File: config.mk
export PLATFORM = sky130hd
export DESIGN_NAME = lava_rock_dropper
export DESIGN_NICKNAME = d
export VERILOG_FILES = /design/src/rtl/lava_rock_dropper.sv
export SDC_FILE = /design/constraint.sdc
export NUM_CORES = 1
export LEC_CHECK = 0
export ABC_CLOCK_PERIOD_IN_PS = 5350
export CAP_MARGIN = 10
export CELL_PAD_IN_SITES_DETAIL_PLACEMENT = 0
export CELL_PAD_IN_SITES_GLOBAL_PLACEMENT = 2
export CORE_MARGIN = 3
export CORE_UTILIZATION = 32
export CTS_BUF_LIST = sky130_fd_sc_hd__clkbuf_4 sky130_fd_sc_hd__clkbuf_8
export DETAILED_ROUTE_END_ITERATION = 8
export GPL_ROUTABILITY_DRIVEN = 0
export PLACE_DENSITY = 0.79
export SYNTH_ARGS = -nofsm -noshare
export SYNTH_HDL_FRONTEND = slang
export SYNTH_SLANG_ARGS = --single-unit
File: constraint.sdc
create_clock -name clk -period 5.35 [get_ports clk]
set_input_delay 1.07 -clock clk [delete_from_list [all_inputs] [get_ports clk]]
set_output_delay 1.07 -clock clk [all_outputs]
set_load 0.05 [all_outputs]
File: src/rtl/lava_rock_dropper.sv
// Falling-rock game core: steps one rock per rising edge of the game-speed wave,
// spawns it at an LFSR-chosen column, scores dodges and removes lives on hits.
// Latency: all outputs registered, one clk after the triggering edge/start; no backpressure.
//
// Ports:
//   clk, resetn   single clock, synchronous active-low reset
//   tick_in       game-speed square wave (synchronous to clk); one step per 0->1 edge
//   start         level; starts the game from IDLE or restarts it from OVER
//   player_x      player column, sampled when a rock lands
//   rock_x/rock_y current rock position, rock_valid = rock on screen
//   hit_pulse     one-cycle pulse when a landing rock hits the player
//   lives, score, game_over  game status
module lava_rock_dropper #(
    parameter int          SCREEN_W    = 160,
    parameter int          GROUND_Y    = 112,
    parameter int          STEP        = 4,
    parameter int          HIT_BAND    = 8,
    parameter int          START_LIVES = 3,
    parameter logic [7:0]  LFSR_SEED   = 8'hA5
) (
    input  logic        clk,
    input  logic        resetn,
    input  logic        tick_in,
    input  logic        start,
    input  logic [7:0]  player_x,
    output logic [7:0]  rock_x,
    output logic [6:0]  rock_y,
    output logic        rock_valid,
    output logic        hit_pulse,
    output logic [1:0]  lives,
    output logic [15:0] score,
    output logic        game_over
);

    localparam logic [8:0] SCREEN_W_L = SCREEN_W[8:0];
    localparam logic [7:0] GROUND_L   = GROUND_Y[7:0];
    localparam logic [7:0] STEP_L     = STEP[7:0];
    localparam logic [8:0] HIT_BAND_L = HIT_BAND[8:0];
    localparam logic [1:0] LIVES_L    = START_LIVES[1:0];
    localparam logic [8:0] SPAWN_OFS  = 9'd16;

    typedef enum logic [1:0] {
        ST_IDLE  = 2'd0,
        ST_SPAWN = 2'd1,
        ST_FALL  = 2'd2,
        ST_OVER  = 2'd3
    } state_t;

    state_t      state_q, state_d;
    logic [7:0]  rock_x_q, rock_x_d;
    logic [6:0]  rock_y_q, rock_y_d;
    logic        rock_valid_q, rock_valid_d;
    logic        hit_pulse_q, hit_pulse_d;
    logic [1:0]  lives_q, lives_d;
    logic [15:0] score_q, score_d;
    logic        game_over_q, game_over_d;
    logic [7:0]  lfsr_q, lfsr_d;
    logic        tick_q, tick_d;

    // ------------------------------------------------------------------
    // Shared combinational terms
    // ------------------------------------------------------------------
    logic        tick_rise;
    logic [7:0]  lfsr_next;
    logic [8:0]  spawn_sum;
    logic [8:0]  spawn_col;
    logic [7:0]  fall_sum;
    logic        lands;
    logic [8:0]  x_diff;
    logic [8:0]  x_dist;
    logic        is_hit;
    logic        land_evt;
    logic        last_life;

    assign tick_d    = tick_in;
    assign tick_rise = tick_in & ~tick_q;

    // x^8+x^6+x^5+x^4+1 Fibonacci form
    assign lfsr_next = {lfsr_q[6:0], lfsr_q[7] ^ lfsr_q[5] ^ lfsr_q[4] ^ lfsr_q[3]};

    // 16..143 by construction; the fold only matters for a narrower screen
    assign spawn_sum = {2'b00, lfsr_q[6:0]} + SPAWN_OFS;
    assign spawn_col = (spawn_sum >= SCREEN_W_L) ? (spawn_sum - SCREEN_W_L) : spawn_sum;

    // 8-bit sum so a row near 127 can never wrap past the ground test
    assign fall_sum = {1'b0, rock_y_q} + STEP_L;
    assign lands    = (fall_sum >= GROUND_L);

    // 9-bit signed difference, then magnitude
    assign x_diff = {1'b0, rock_x_q} - {1'b0, player_x};
    assign x_dist = x_diff[8] ? (~x_diff + 9'd1) : x_diff;
    assign is_hit = (x_dist < HIT_BAND_L);

    assign land_evt  = (state_q == ST_FALL) && tick_rise && lands;
    assign last_life = (lives_q <= 2'd1);

    // ------------------------------------------------------------------
    // State and datapath registers
    // ------------------------------------------------------------------
    always_ff @(posedge clk) begin
        if (!resetn) begin
            state_q      <= ST_IDLE;
            rock_x_q     <= 8'd0;
            rock_y_q     <= 7'd0;
            rock_valid_q <= 1'b0;
            hit_pulse_q  <= 1'b0;
            lives_q      <= LIVES_L;
            score_q      <= 16'd0;
            game_over_q  <= 1'b0;
            lfsr_q       <= LFSR_SEED;
            // Starts high so a wave already high at reset release is not an edge
            tick_q       <= 1'b1;
        end else begin
            state_q      <= state_d;
            rock_x_q     <= rock_x_d;
            rock_y_q     <= rock_y_d;
            rock_valid_q <= rock_valid_d;
            hit_pulse_q  <= hit_pulse_d;
            lives_q      <= lives_d;
            score_q      <= score_d;
            game_over_q  <= game_over_d;
            lfsr_q       <= lfsr_d;
            tick_q       <= tick_d;
        end
    end

    // ------------------------------------------------------------------
    // Next-state logic
    // ------------------------------------------------------------------
    always_comb begin
        state_d = state_q;
        case (state_q)
            ST_IDLE:  if (start) state_d = ST_SPAWN;
            ST_SPAWN: state_d = ST_FALL;
            ST_FALL: begin
                if (land_evt) begin
                    if (is_hit && last_life) state_d = ST_OVER;
                    else                     state_d = ST_SPAWN;
                end
            end
            ST_OVER:  if (start) state_d = ST_SPAWN;
            default:  state_d = ST_IDLE;
        endcase
    end

    // ------------------------------------------------------------------
    // Output / datapath logic
    // ------------------------------------------------------------------
    always_comb begin
        rock_x_d     = rock_x_q;
        rock_y_d     = rock_y_q;
        rock_valid_d = rock_valid_q;
        hit_pulse_d  = 1'b0;
        lives_d      = lives_q;
        score_d      = score_q;
        game_over_d  = game_over_q;
        lfsr_d       = lfsr_q;

        case (state_q)
            ST_IDLE: begin
                rock_valid_d = 1'b0;
                if (start) begin
                    lives_d     = LIVES_L;
                    score_d     = 16'd0;
                    game_over_d = 1'b0;
                end
            end

            // Any tick edge coinciding with this cycle is intentionally lost
            ST_SPAWN: begin
                rock_x_d     = spawn_col[7:0];
                rock_y_d     = 7'd0;
                rock_valid_d = 1'b1;
                lfsr_d       = lfsr_next;
            end

            ST_FALL: begin
                if (tick_rise) begin
                    if (!lands) begin
                        rock_y_d = fall_sum[6:0];
                    end else begin
                        rock_y_d = GROUND_L[6:0];
                        if (is_hit) begin
                            hit_pulse_d = 1'b1;
                            if (last_life) begin
                                lives_d      = 2'd0;
                                game_over_d  = 1'b1;
                                rock_valid_d = 1'b0;
                            end else begin
                                lives_d = lives_q - 2'd1;
                            end
                        end else if (score_q != 16'hFFFF) begin
                            score_d = score_q + 16'd1;
                        end
                    end
                end
            end

            // Frozen until restart; the LFSR keeps its sequence across games
            ST_OVER: begin
                if (start) begin
                    lives_d     = LIVES_L;
                    score_d     = 16'd0;
                    game_over_d = 1'b0;
                end
            end

            default: ;
        endcase
    end

    assign rock_x     = rock_x_q;
    assign rock_y     = rock_y_q;
    assign rock_valid = rock_valid_q;
    assign hit_pulse  = hit_pulse_q;
    assign lives      = lives_q;
    assign score      = score_q;
    assign game_over  = game_over_q;

endmodule

==> impl_metrics.py, run 1 <==
metrics = {
    "detailed_routing": {
        "drc": 0,
        "via_count": 2329,
        "wl_mm": 6.434,
        "wl_per_cell_um": 14.14,
        "final_antenna_net_count": 0,
        "firstDrtPassIters": 4,
        "viasPerCell": 5.119,
        "drt_iter0_markers": 83,
    },
    "sta": {
        "fmax_mhz": 230.3,
        "min_period_ns": 4.343,
        "rsz0062_at_grt": "false",
        "clock_skew_ns": 0.007632,
        "holdWs_ns": 0.4671,
        "worst_slew_pin_slew_ns": 1.099,
        "finalCritPeriodShare": 0.8118,
        "slew_headroom": 0.2642,
        "finalSetupTns_ns": 0,
        "finalHoldViolCount": 0,
        "setup-violations-final": 0,
        "slew_viol_final": 0,
    },
    "clock_network": {
        "cts.sinks": 42,
        "cts.path.max_buffers": 2,
        "cts-root-buf": "clkbuf_8",
        "cts-resized-gates": 0,
        "cts_setup_buffers": 0,
        "cts_hold_buf": 0,
        "cts_tree": "yes",
        "numCtsBuffers": 5,
        "htree_levels": 2,
        "clkSlewWorstSetupHoldPaths_ns": 0.09,
        "clk_latency_ns": 0.30,
    },
    "synth": {
        "yosys_register_bits": 42,
        "avgSynthCellArea_um2": 8.389,
        "syn_area_um2": 2618,
        "synth_area_leader_cell": "dfxtp_1",
        "async_flop_share": 0,
        "synthDistinctLibCells": 56,
        "synth_edf_count": 0,
        "yosysSeqAreaShare": 0.3212,
        "synth_top_area_share": 0.3212,
        "ys_warn_count": 0,
        "synthFlopType": "dfxtp_1",
        "synthCells": 312,
        "synthTopCellsByArea": "dfxtp_1, ha_1, mux2i_1, a21oi_1, xnor2_1",
    },
    "floorplanning": {
        "ios": 48,
        "start_util": 0.3335,
        "die_w_um": 96.44,
        "core_um2": 7848,
        "rows": 32,
        "dieArea_um2": 9301,
        "die_y_um": 96.44,
    },
    "outcome": {
        "outcome": "completed",
    },
    "critical_path": {
        "crit_type": "primary input to flip-flop",
        "end_kind": "flip-flop",
        "max_stage_delay_ns": 0.57,
        "cp.arrival_ns": 4.56,
        "crit_fanout": 15,
        "crit_buf_inv": 1,
        "crit_chain": "clkdlybuf4s50_1 -> ha_1 -> fa_1 -> nand2b_1 -> a21oi_1 -> xor2_1 -> o31a_1 -> and3_4 -> or4_4 -> and2_4 -> or4_1 -> a21oi_1",
        "rrSetupSlack_ns": 1.70,
        "cpMostUsedCell": "a21oi_1",
        "critPathTopFamily": "simple AND/OR/NAND/NOR gates",
        "critPathRequiredTime_ns": 5.57,
        "crit_path_start_kind": "primary input",
        "crit_slowest_cell": "or4_4",
    },
    "grt": {
        "grt_overflow": 0,
        "antenna_found_initial": 0,
        "track_usage": 0.1452,
        "grt_pass1_wl_mm": 10.85,
        "grt_pass1_vias": 2221,
        "grt_max_degree": 34,
    },
    "pwr": {
        "leakage_nw": 1.242,
        "p_switching_w": 0.0006328,
        "sequentialPowerShare": 0.297,
        "p_sw_frac": 0.4415,
        "p_per_area_nw_per_um2": 441.8,
        "ir_drop_uv": 225.3,
        "pwr-share-comb": 0.520,
        "internal_power_w": 0.0008006,
        "p_clk_frac": 0.183,
    },
    "final_layout": {
        "final_cell_mix": "clkdlybuf4s50_1, dfxtp_1, a21oi_1, nand2_1, nor2_1",
        "final_common_cell": "clkdlybuf4s50_1",
        "layout-drive-gt1-share": 0.05382,
        "diodes": 0,
        "nets": 381,
        "final_util": 0.4134,
        "area_growth_syn_to_layout_pct": 23.95,
    },
    "placed_design": {
        "dpl.hpwl_mm": 4.675,
        "io_buffers": 45,
    },
    "job": {
        "drv_cap": 0,
    },
    "min_path": {
        "hold_class": "flip-flop to flip-flop",
    },
}
-- cell type report --
class	count	area, µm²
clock buffer	5	68.82
clock inverter	3	43.79
fill	829	4603
inverter	16	60.06
multi-input combinational	240	1638
sequential	42	840.8
tap	102	127.6
timing repair buffer	47	465.4
-- cells in the mapped netlist, types with 2 or more instances --
cell type and count:
a211oi_1 3, a21boi_0 5, a21o_1 2, a21oi_1 22
a31oi_1 3, and2_1 3, and3_1 9, buf_4 5
clkbuf_1 9, dfxtp_1 42, ha_1 16, inv_1 16
mux2i_1 12, nand2_1 20, nand2b_1 8, nand3_1 16
nand3b_1 2, nand4_1 5, nor2_1 20, nor2b_1 9
nor3_1 2, nor4_1 2, o2111ai_1 2, o211a_1 2
o211ai_1 8, o21a_1 2, o21ai_0 15, o31ai_1 4
or3_1 6, or4_1 2, xnor2_1 10, xor2_1 6
-- per-stage QoR --
stage               total power (W)  std cells  cell area, µm²  setup WS (ns)
global placement           0.001181        447            3132         0.7389
detailed placement         0.001186        447            3132         0.7029
floorplan                  0.001007        313            2621          1.312
CTS                        0.001453        455            3244          1.009
finish                     0.001433        455            3244          1.007
global route               0.001555        455            3244         0.8007
-- power groups by stage --
stage          registers, W  logic, W  clock network [W]
2_1_floorplan      0.000494  0.000513                  0
3_3_place_gp       0.000434  0.000746                  0
3_5_place_dp       0.000435  0.000750                  0
4_1_cts            0.000428  0.000755           0.000270
5_1_grt            0.000437  0.000834           0.000284
6_report           0.000426  0.000745           0.000263
-- logic make-up after synthesis --
group / Yosys count / synth area share
compound gates: 78 / 0.1955
xor+xnor: 16 / 0.05354
fa+ha+maj: 17 / 0.08413
buf+inv: 31 / 0.05449
flops: 42 / 0.3212
mux: 13 / 0.05019
other cells: 1 / 0.001433
simple gates: 114 / 0.2395
-- flip-flops by register name, summed over array words and instances, names as in the netlist --
| name | cells |
|---|---|
| tick_q | 1 |
| score | 16 |
| lfsr_q | 5 |
| lives | 2 |
| rock_valid | 1 |
| hit_pulse | 1 |
| game_over | 1 |
| rock_x | 8 |
| state_q | 2 |
| rock_y | 5 |
-- metal layers --
layer	global-route usage	part of all wire	wire length (µm)
met5	0	0	0
met4	0.04439	0.011	72
met1	0.2089	0.49	3162
met2	0.2201	0.46	2939
met3	0.02556	0.040	259
-- tightest hold or removal path, cell delays in order (launching register included) --
cell     delay, ns
dfxtp_1       0.32
nand2_1       0.05
mux2i_1       0.05
-- worst paths after layout --
| path | start | end | cells after the start |
|---|---|---|---|
| worst max register to register | rock_x[0] | score[11] | 12 |
| worst min-delay path | rock_valid | rock_valid | 2 |
| worst min register to register | rock_valid | rock_valid | 2 |
| worst max-delay path | player_x[0] | score[11] | 12 |
Note: power is estimated with default switching activity, not from simulation.
==> run 2, diff against run 1 <==
ABC_CLOCK_PERIOD_IN_PS = 3600   (was 5350)
CORE_UTILIZATION = 29   (was 32)
PLACE_DENSITY = 0.75   (was 0.79)
clock period = 3.6 ns   (was 5.35 ns; I/O delays follow)
==> impl_metrics.py, run 2 (synthesis gave the netlist of run 1 again) <==
metrics = {
    "outcome": {
        "outcome": "completed",
    },
    "pwr": {
        "p_per_area_nw_per_um2": 679.1,
        "sequentialPowerShare": 0.262,
        "p_switching_w": 0.001025,
        "pwr-share-comb": 0.575,
        "internal_power_w": 0.001397,
        "p_clk_frac": 0.163,
        "leakage_nw": 1.391,
        "ir_drop_uv": 296.2,
        "p_sw_frac": 0.4232,
    },
    "critical_path": {
        "crit_type": "primary input to flip-flop",
        "crit_fanout": 5,
        "end_kind": "flip-flop",
        "cp.arrival_ns": 3.69,
        "max_stage_delay_ns": 0.52,
        "critPathRequiredTime_ns": 3.84,
        "crit_buf_inv": 3,
        "critPathTopFamily": "simple AND/OR/NAND/NOR gates",
        "cpMostUsedCell": "or4_4",
        "crit_path_start_kind": "primary input",
        "crit_chain": "clkdlybuf4s50_1 -> inv_1 -> ha_1 -> buf_4 -> nand2_1 -> nor2_1 -> a21oi_1 -> o31a_1 -> and3_4 -> or4_4 -> and2_4 -> or4_4 -> a21oi_2",
        "crit_slowest_cell": "or4_4",
    },
    "floorplanning": {
        "die_w_um": 101.0,
        "dieArea_um2": 10200,
        "ios": 48,
        "start_util": 0.2987,
        "rows": 34,
        "die_y_um": 101.0,
        "core_um2": 8763,
    },
    "final_layout": {
        "largest_reg_flops": 16,
        "area_growth_syn_to_layout_pct": 36.23,
        "stdcell_count": 482,
        "final_util": 0.4069,
        "diodes": 0,
        "layout-drive-gt1-share": 0.1631,
        "final_cell_mix": "dfxtp_1, clkdlybuf4s50_1, buf_4, nand2_1, nor2_1",
        "fillers": 889,
        "nets": 403,
    },
    "sta": {
        "rsz0062_at_grt": "false",
        "clock_skew_ns": 0.002392,
        "finalHoldViolCount": 0,
        "worst_slew_pin_slew_ns": 0.9663,
        "slew_headroom": 0.3558,
        "slew_viol_final": 0,
        "min_period_ns": 3.450,
        "finalCritPeriodShare": 0.9584,
        "final.setup.worst_slack_ns": 0.1499,
        "setup-violations-final": 0,
        "fmax_mhz": 289.9,
        "finalSetupTns_ns": 0,
    },
    "clock_network": {
        "clk_latency_ns": 0.29,
        "cts_hold_buf": 0,
        "cts.sinks": 42,
        "numCtsBuffers": 5,
        "cts-root-buf": "clkbuf_8",
        "htree_levels": 2,
        "cts.path.max_buffers": 2,
        "clkSlewWorstSetupHoldPaths_ns": 0.08,
        "cts_tree": "yes",
    },
    "grt": {
        "grt_overflow": 0,
        "grt_pass1_wl_mm": 11.56,
        "grt_pass1_vias": 2366,
        "antenna_found_initial": 0,
        "grt_max_degree": 33,
        "track_usage": 0.1392,
    },
    "placed_design": {
        "dpl.hpwl_mm": 4.928,
        "io_buffers": 45,
        "pre_cts_slack_ns": -0.4472,
        "post-place-cells": 472,
    },
    "detailed_routing": {
        "drc": 0,
        "highest_layer": "met4",
        "via_count": 2398,
        "viasPerCell": 4.975,
        "dr_wl_met2_mm": 3.120,
        "wl_mm": 6.887,
        "met1_length_mm": 3.398,
        "final_antenna_net_count": 0,
        "drt_iter0_markers": 70,
        "firstDrtPassIters": 4,
        "wl_per_cell_um": 14.29,
        "dr_wl_met3_um": 298,
    },
    "min_path": {
        "hold_class": "flip-flop to flip-flop",
    },
    "job": {
        "drv_cap": 0,
    },
}
## run 2: changes by cell type in the layout (fill, tap and decap cells not counted), sizes merged
cell / delta
clkbuf: +1
dlymetal6s2s: +2
clkinv: -1
and2: +1
inv: -1
clkdlybuf4s50: -3
buf: +21
dlygate4sd2: +1
## run 2: worst register-to-register path, delay by kind of cell, from the launching register on
kind / cells / cell delay (ns)
compound gates: 3 / 0.61
flops: 1 / 0.40
buf+inv: 1 / 0.08
xor+xnor: 1 / 0.11
fa+ha+maj: 2 / 0.57
simple gates: 5 / 1.55
## run 2: metal layers
metal  up-vias  GRT usage
met5         -          0
met4         0    0.03374
met3         5    0.02837
met2        44     0.2248
met1      1114     0.1902
li1       1235          -
## run 2: per-stage QoR
stage	hold slack [ns]	power (W)	cell area [µm²]
3_5_place_dp	0.4600	0.001920	3301
4_1_cts	0.4751	0.002360	3446
3_3_place_gp	0.4529	0.001917	3301
6_report	0.4649	0.002421	3566
2_1_floorplan	0.4633	0.001500	2628
5_1_grt	0.5295	0.002601	3566
## run 2: area by class of cell
class,instances,area (µm²),area share
multi-input combinational,241,1774,0.4975
clock buffer,6,82.58,0.02316
tap,108,135.1,0.03789
sequential,42,840.8,0.2358
inverter,16,60.06,0.01684
timing repair buffer,68,643.1,0.1804
clock inverter,1,30.03,0.008421
## run 2: repair_timing
item	4_1_cts	5_1_grt
resized for setup	7	20
endpoints found under the setup margin	12	14
pin swaps	7	11
gates cloned	1	0
buffers inserted	0	2
## run 2: power groups by stage
stage	combinational, W	clock [W]	sequential [W]
5_1_grt	0.00153	0.000426	0.000649
3_3_place_gp	0.00128	0	0.000642
2_1_floorplan	0.000766	0	0.000734
3_5_place_dp	0.00128	0	0.000644
6_report	0.00139	0.000395	0.000634
4_1_cts	0.00132	0.000411	0.000633
## run 2: final timing paths
path / from / endpoint / slack, ns / depth (start not counted)
worst min-delay path: rock_valid / rock_valid / 0.46 / 2
worst max register to register: rock_x[0] / score[11] / 0.22 / 12
worst max-delay path: player_x[4] / score[11] / 0.15 / 13
worst min register to register: rock_valid / rock_valid / 0.46 / 2
==> RTL edit 1 (config.mk and constraints of run 2) <==
Register the inputs `tick_in`, `start` and `player_x` before use, without a reset. The logic sees them one clock later. Comments in the files are not updated.
--- a/src/rtl/lava_rock_dropper.sv
+++ b/src/rtl/lava_rock_dropper.sv
@@ -48,2 +48,12 @@
 
+    logic tick_r;
+    logic start_q;
+    logic [7:0] player_x_q;
+
+    always_ff @(posedge clk) begin
+        tick_r     <= tick_in;
+        start_q    <= start;
+        player_x_q <= player_x;
+    end
+
     state_t      state_q, state_d;
@@ -74,4 +84,4 @@
 
-    assign tick_d    = tick_in;
-    assign tick_rise = tick_in & ~tick_q;
+    assign tick_d    = tick_r;
+    assign tick_rise = tick_r & ~tick_q;
 
@@ -89,3 +99,3 @@
     // 9-bit signed difference, then magnitude
-    assign x_diff = {1'b0, rock_x_q} - {1'b0, player_x};
+    assign x_diff = {1'b0, rock_x_q} - {1'b0, player_x_q};
     assign x_dist = x_diff[8] ? (~x_diff + 9'd1) : x_diff;
@@ -132,3 +142,3 @@
         case (state_q)
-            ST_IDLE:  if (start) state_d = ST_SPAWN;
+            ST_IDLE:  if (start_q) state_d = ST_SPAWN;
             ST_SPAWN: state_d = ST_FALL;
@@ -140,3 +150,3 @@
             end
-            ST_OVER:  if (start) state_d = ST_SPAWN;
+            ST_OVER:  if (start_q) state_d = ST_SPAWN;
             default:  state_d = ST_IDLE;
@@ -161,3 +171,3 @@
                 rock_valid_d = 1'b0;
-                if (start) begin
+                if (start_q) begin
                     lives_d     = LIVES_L;
@@ -200,3 +210,3 @@
             ST_OVER: begin
-                if (start) begin
+                if (start_q) begin
                     lives_d     = LIVES_L;
Function: changed (Yosys sat finds a counterexample within 4 cycles, from zero or initial values and one cycle with resetn low).
==> RTL edit 1 against run 2 <==
Routed wire length is 8.3% higher; via count is 7.6% higher; power is 11% lower; core utilization is 3.6 points lower; sequential share of layout area is 4.6 points higher; synthesized area is 15% higher; design area is 3.5% higher; worst setup slack better by 0.17 ns; count of clock-buffer cells in the layout is 1 lower; critical path depth is 1 lower; synthesized cell count is 9.0% higher; sequential cell count is 10 higher; critical path type is now flop to flop.
==> RTL edit 1: results (changes against run 2) <==
Pwr:
- The reported leakage power is 1.39 nW (about the same).
- The power per cell area came to 581 mW/mm² (was 679 mW/mm²).
- The power attributed to combinational cells is 1.08 mW (was 1.39 mW).
- The proportion of total power due to net switching is 43.9% (was 42.3%).

Place:
- The worst slack at placement is 0.329 ns (was -0.447 ns).
- The post-DP HPWL is 5.54 mm (was 4.93 mm).

Route:
- The average wire per standard cell is 14.4 µm (was 14.3 µm).
- The via density per instance came to 4.97 (was 4.98).
- The count of routing violations after the opening detailed-route iteration came to 82 (was 70).
- The detailed route wirelength on metal2 came to 3.38 mm (was 3.12 mm).

Synth:
- Synth cell count leaders: dfxtp_1, nand2_1, inv_1 (was dfxtp_1, a21oi_1, nand2_1, nor2_1).
- The portion of the post-synthesis area used by sequential elements is 34.6% (was 32.1%).

Clock network:
- The clock edge transition at the registers on the reported setup and hold paths is 0.10 ns (was 0.08 ns).
- The clock insertion delay at the later pin of the skew report is 0.31 ns (was 0.29 ns).
- The number of gates resized after CTS was 0 (was 7).

Final layout:
- The sequential share of cell area is 28.2% (was 23.6%).
- The final layout net count is 414 (was 403).
- The portion of the layout cell area used by clock cells is 2.51% (was 3.16%).
- The number of filler cells placed in the layout is 1035 (was 889).
- The fraction of cell area in non-clock buffers came to 13.4% (was 18.0%).
- The non-clock buffer total of the final layout is 51 (was 68).
- The share of cells above drive strength 1 is 10.1% (was 16.3%).
- The flip-flop and latch count was 52 (was 42).
- The multi-input logic portion of the cell area is 49.1% (was 49.8%).

Timing:
- The relative max-transition margin was 43.2% (was 35.6%).

Global route:
- The global-route wire length before repair was 12.7 mm (was 11.6 mm).
- The met1 track utilization from global routing is 19.3% (was 19.0%).
- The global-route total usage across every layer came to 13.4% (was 13.9%).
- The global-route track usage on met2 is 20.5% (was 22.5%).

Critical path:
- The arrival time of data at the critical path endpoint came to 3.49 ns (was 3.69 ns).
- The cell with the biggest individual delay on the critical path is dfxtp_1 (was or4_4).

Outcome:
- Result of the run: completed (unchanged).
==> RTL edit 1: final timing paths <==
kind	cells after the start	from	to	slack (ns)
min reg2reg	2	rock_valid	rock_valid	0.47
min	2	rock_valid	rock_valid	0.47
max	12	rock_x[0]	score[7]	0.32
max reg2reg	12	rock_x[0]	score[7]	0.32
==> RTL edit 1: kinds of logic after synthesis <==
family,share of synthesized area [%]
xor+xnor,1.74
compound gates,22.0
buf+inv,5.40
simple gates,25.2
other cells,0.124
fa+ha+maj,7.31
mux,3.65
flops,34.6
==> RTL edit 1: per-stage QoR <==
stage	area [µm²]	instances	util, %
after floorplan	3020	341	-
after detailed placement	3600	511	36.1
after CTS	3690	519	37.1
after global routing	3690	519	37.1
after global placement	3600	511	36.1
final	3690	519	37.1
==> RTL edit 1: worst max-delay path, delay by kind of cell, from the launching register on <==
family                     cells  cell delay (ns)
and+or+nand+nor                5             1.04
AOI/OAI and AO/OA              4             1.03
adders and majority gates      2             0.63
DFF                            1             0.41
buffers and inverters          1             0.06
==> RTL edit 2 (settings of run 2) <==
Without the edit above. The parameter `GROUND_Y` goes from 112 to 64.
--- a/src/rtl/lava_rock_dropper.sv
+++ b/src/rtl/lava_rock_dropper.sv
@@ -14,3 +14,3 @@
     parameter int          SCREEN_W    = 160,
-    parameter int          GROUND_Y    = 112,
+    parameter int          GROUND_Y    = 64,
     parameter int          STEP        = 4,
Function: same outputs for any inputs over 10 cycles, from zero or initial values and one cycle with resetn low; that may be too few to reach the edited logic, so the function may still have changed.
==> RTL edit 2 against run 2 <==
Combinational power about the same; clock power fell by 17%; worst setup slack worse by 0.0094 ns; design area rose by 0.84%; power is 3.0% lower; synthesized area increased by 5.4%; sequential cell count is the same; via count is 3.4% higher; routed wire length is 3.0% higher; first-iteration DRC count increased by 14%.
==> RTL edit 2: results (changes against run 2) <==
Outcome:
- Result of the run: completed (unchanged).

Place:
- The worst slack at placement is -0.352 ns (was -0.447 ns).
- The number of placed instances with taps included is 492 (was 472).
- The post-DP HPWL came to 5.06 mm (was 4.93 mm).
- The cell area after placement was 0.00344 mm² (was 0.00330 mm²).

Synth:
- The number of distinct library cell variants in the gate-level netlist after synthesis is 60 (was 56).
- Synth cell count leaders: dfxtp_1, nor2_1, a21oi_1 (was dfxtp_1, a21oi_1, nand2_1, nor2_1).
- The portion of the post-synthesis area used by sequential elements came to 30.5% (was 32.1%).
- The average size of a mapped cell is 8.64 µm² (was 8.39 µm²).
- Top area cells in the synthesized netlist: dfxtp_1, ha_1, o311ai_0 (was dfxtp_1, ha_1, mux2i_1).

Route:
- The average wire per standard cell came to 14.2 µm (was 14.3 µm).
- The via density per instance is 4.95 (was 4.98).
- The count of routing violations after the opening detailed-route iteration is 80 (was 70).

Critical path:
- The arrival time of data at the critical path endpoint is 3.67 ns (was 3.69 ns).
- The delay of the slowest critical-path stage is 0.40 ns (was 0.52 ns).
- The worst reg-to-reg setup slack is 0.59 ns (was 0.22 ns).
- The origin of the critical flop-to-flop path is rock_x[3] (was rock_x[0]).
- The end of the worst register-to-register path is state_q[1] (was score[11]).
- The number of cells on the worst reg-to-reg path is 11 (was 12).
- The cell with the biggest individual delay on the critical path is clkdlybuf4s50_1 (was or4_4).

Timing:
- The relative max-transition margin is 44.5% (was 35.6%).
- The post-route clock skew is 0.0105 ns (was 0.00239 ns).
- The final hold slack is 0.479 ns (was 0.465 ns).

Global route:
- The global-route total usage across every layer came to 13.4% (was 13.9%).
- The global-route wire length before repair is 12.1 mm (was 11.6 mm).
- The number of global-route vias before repair came to 2416 (was 2366).
- The pin count of the biggest net entering global routing came to 41 (was 33).

Final layout:
- The share of cells above drive strength 1 came to 17.6% (was 16.3%).
- The number of filler cells placed in the layout is 904 (was 889).
- The final cell count without fillers is 501 (was 482).

Pwr:
- The largest vdd supply drop came to 467 µV (was 296 µV).
- The reported leakage power is 1.41 nW (was 1.39 nW).

Clock network:
- The number of buffers on the longest clock path is 2 (unchanged).

Hold path:
- The worst hold path stage count was 2 (unchanged).
RTL edit 2: cell count changes in the layout (fill, tap and decap cells not counted), sizes merged, moves of 5 or more:
cell	change
a21boi	-5
mux2i	-5
nand3	-9
nand3b	+11
nor2	+9
nor2b	-6
o21ai	+6
o311ai	+14
or3	-5
RTL edit 2: final cells by class:
cell class	instances	area (µm²)	share of cell area, %
repair buffers	69	659	18.3
well taps	126	158	4.38
clock buffers	7	90.1	2.51
clock inverters	1	5.00	0.139
multi-input cells	237	1770	49.3
flip-flops and latches	42	841	23.4
inverters	19	71.3	1.98
RTL edit 2: layer usage:
| layer | share of wire (%) | track usage [%] | up-vias |
|---|---|---|---|
| li1 | - | - | 1264 |
| met1 | 52 | 18.5 | 1157 |
| met2 | 43 | 20.8 | 49 |
| met3 | 3.8 | 3.23 | 10 |
| met4 | 1.6 | 4.27 | 0 |
| met5 | 0 | 0 | - |
RTL edit 2: worst max-delay path by stage:
stage | start | end | slack (ns)
2_1_floorplan | player_x[0] | score[0] | 0.23
3_3_place_gp | player_x[0] | score[15] | -0.28
3_5_place_dp | player_x[0] | score[15] | -0.35
4_1_cts | player_x[0] | score[15] | 0.004
5_1_grt | player_x[1] | state_q[1] | 0.02
6_report | player_x[0] | score[15] | 0.14
RTL edit 2: report_power, final:
part	internal, mW	switching, mW	leakage, nW	total [mW]
clock network	0.163	0.167	0.0517	0.329
logic	0.592	0.801	1.02	1.39
registers	0.541	0.0856	0.342	0.627
total	1.30	1.05	1.41	2.35
RTL edit 2: worst max-delay path, delay by kind of cell:
kind / cells / cell delay (ns)
AOI/OAI and AO/OA: 5 / 0.92
xor gates and xnor gates: 1 / 0.19
adders and majority gates: 2 / 0.56
buffers and inverters: 2 / 0.55
and+or+nand+nor: 3 / 0.73
RTL edit 2: cell families (layout without fill, tap and decap cells):
group,Yosys count,after routing,share of synthesized area (%)
buf+inv,41,96,7.17
xor+xnor,9,9,3.40
mux,7,7,2.54
simple gates,118,118,24.4
flops,42,42,30.5
compound gates,84,84,23.9
fa+ha+maj,17,17,7.99
other cells,1,2,0.136
RTL edit 2: what timing repair did:
item	CTS	global route
hold buffers	0	0
pin swaps	2	1
resized for setup	1	10
setup buffers	1	0
endpoints found under the setup margin	9	17
cloned	0	0
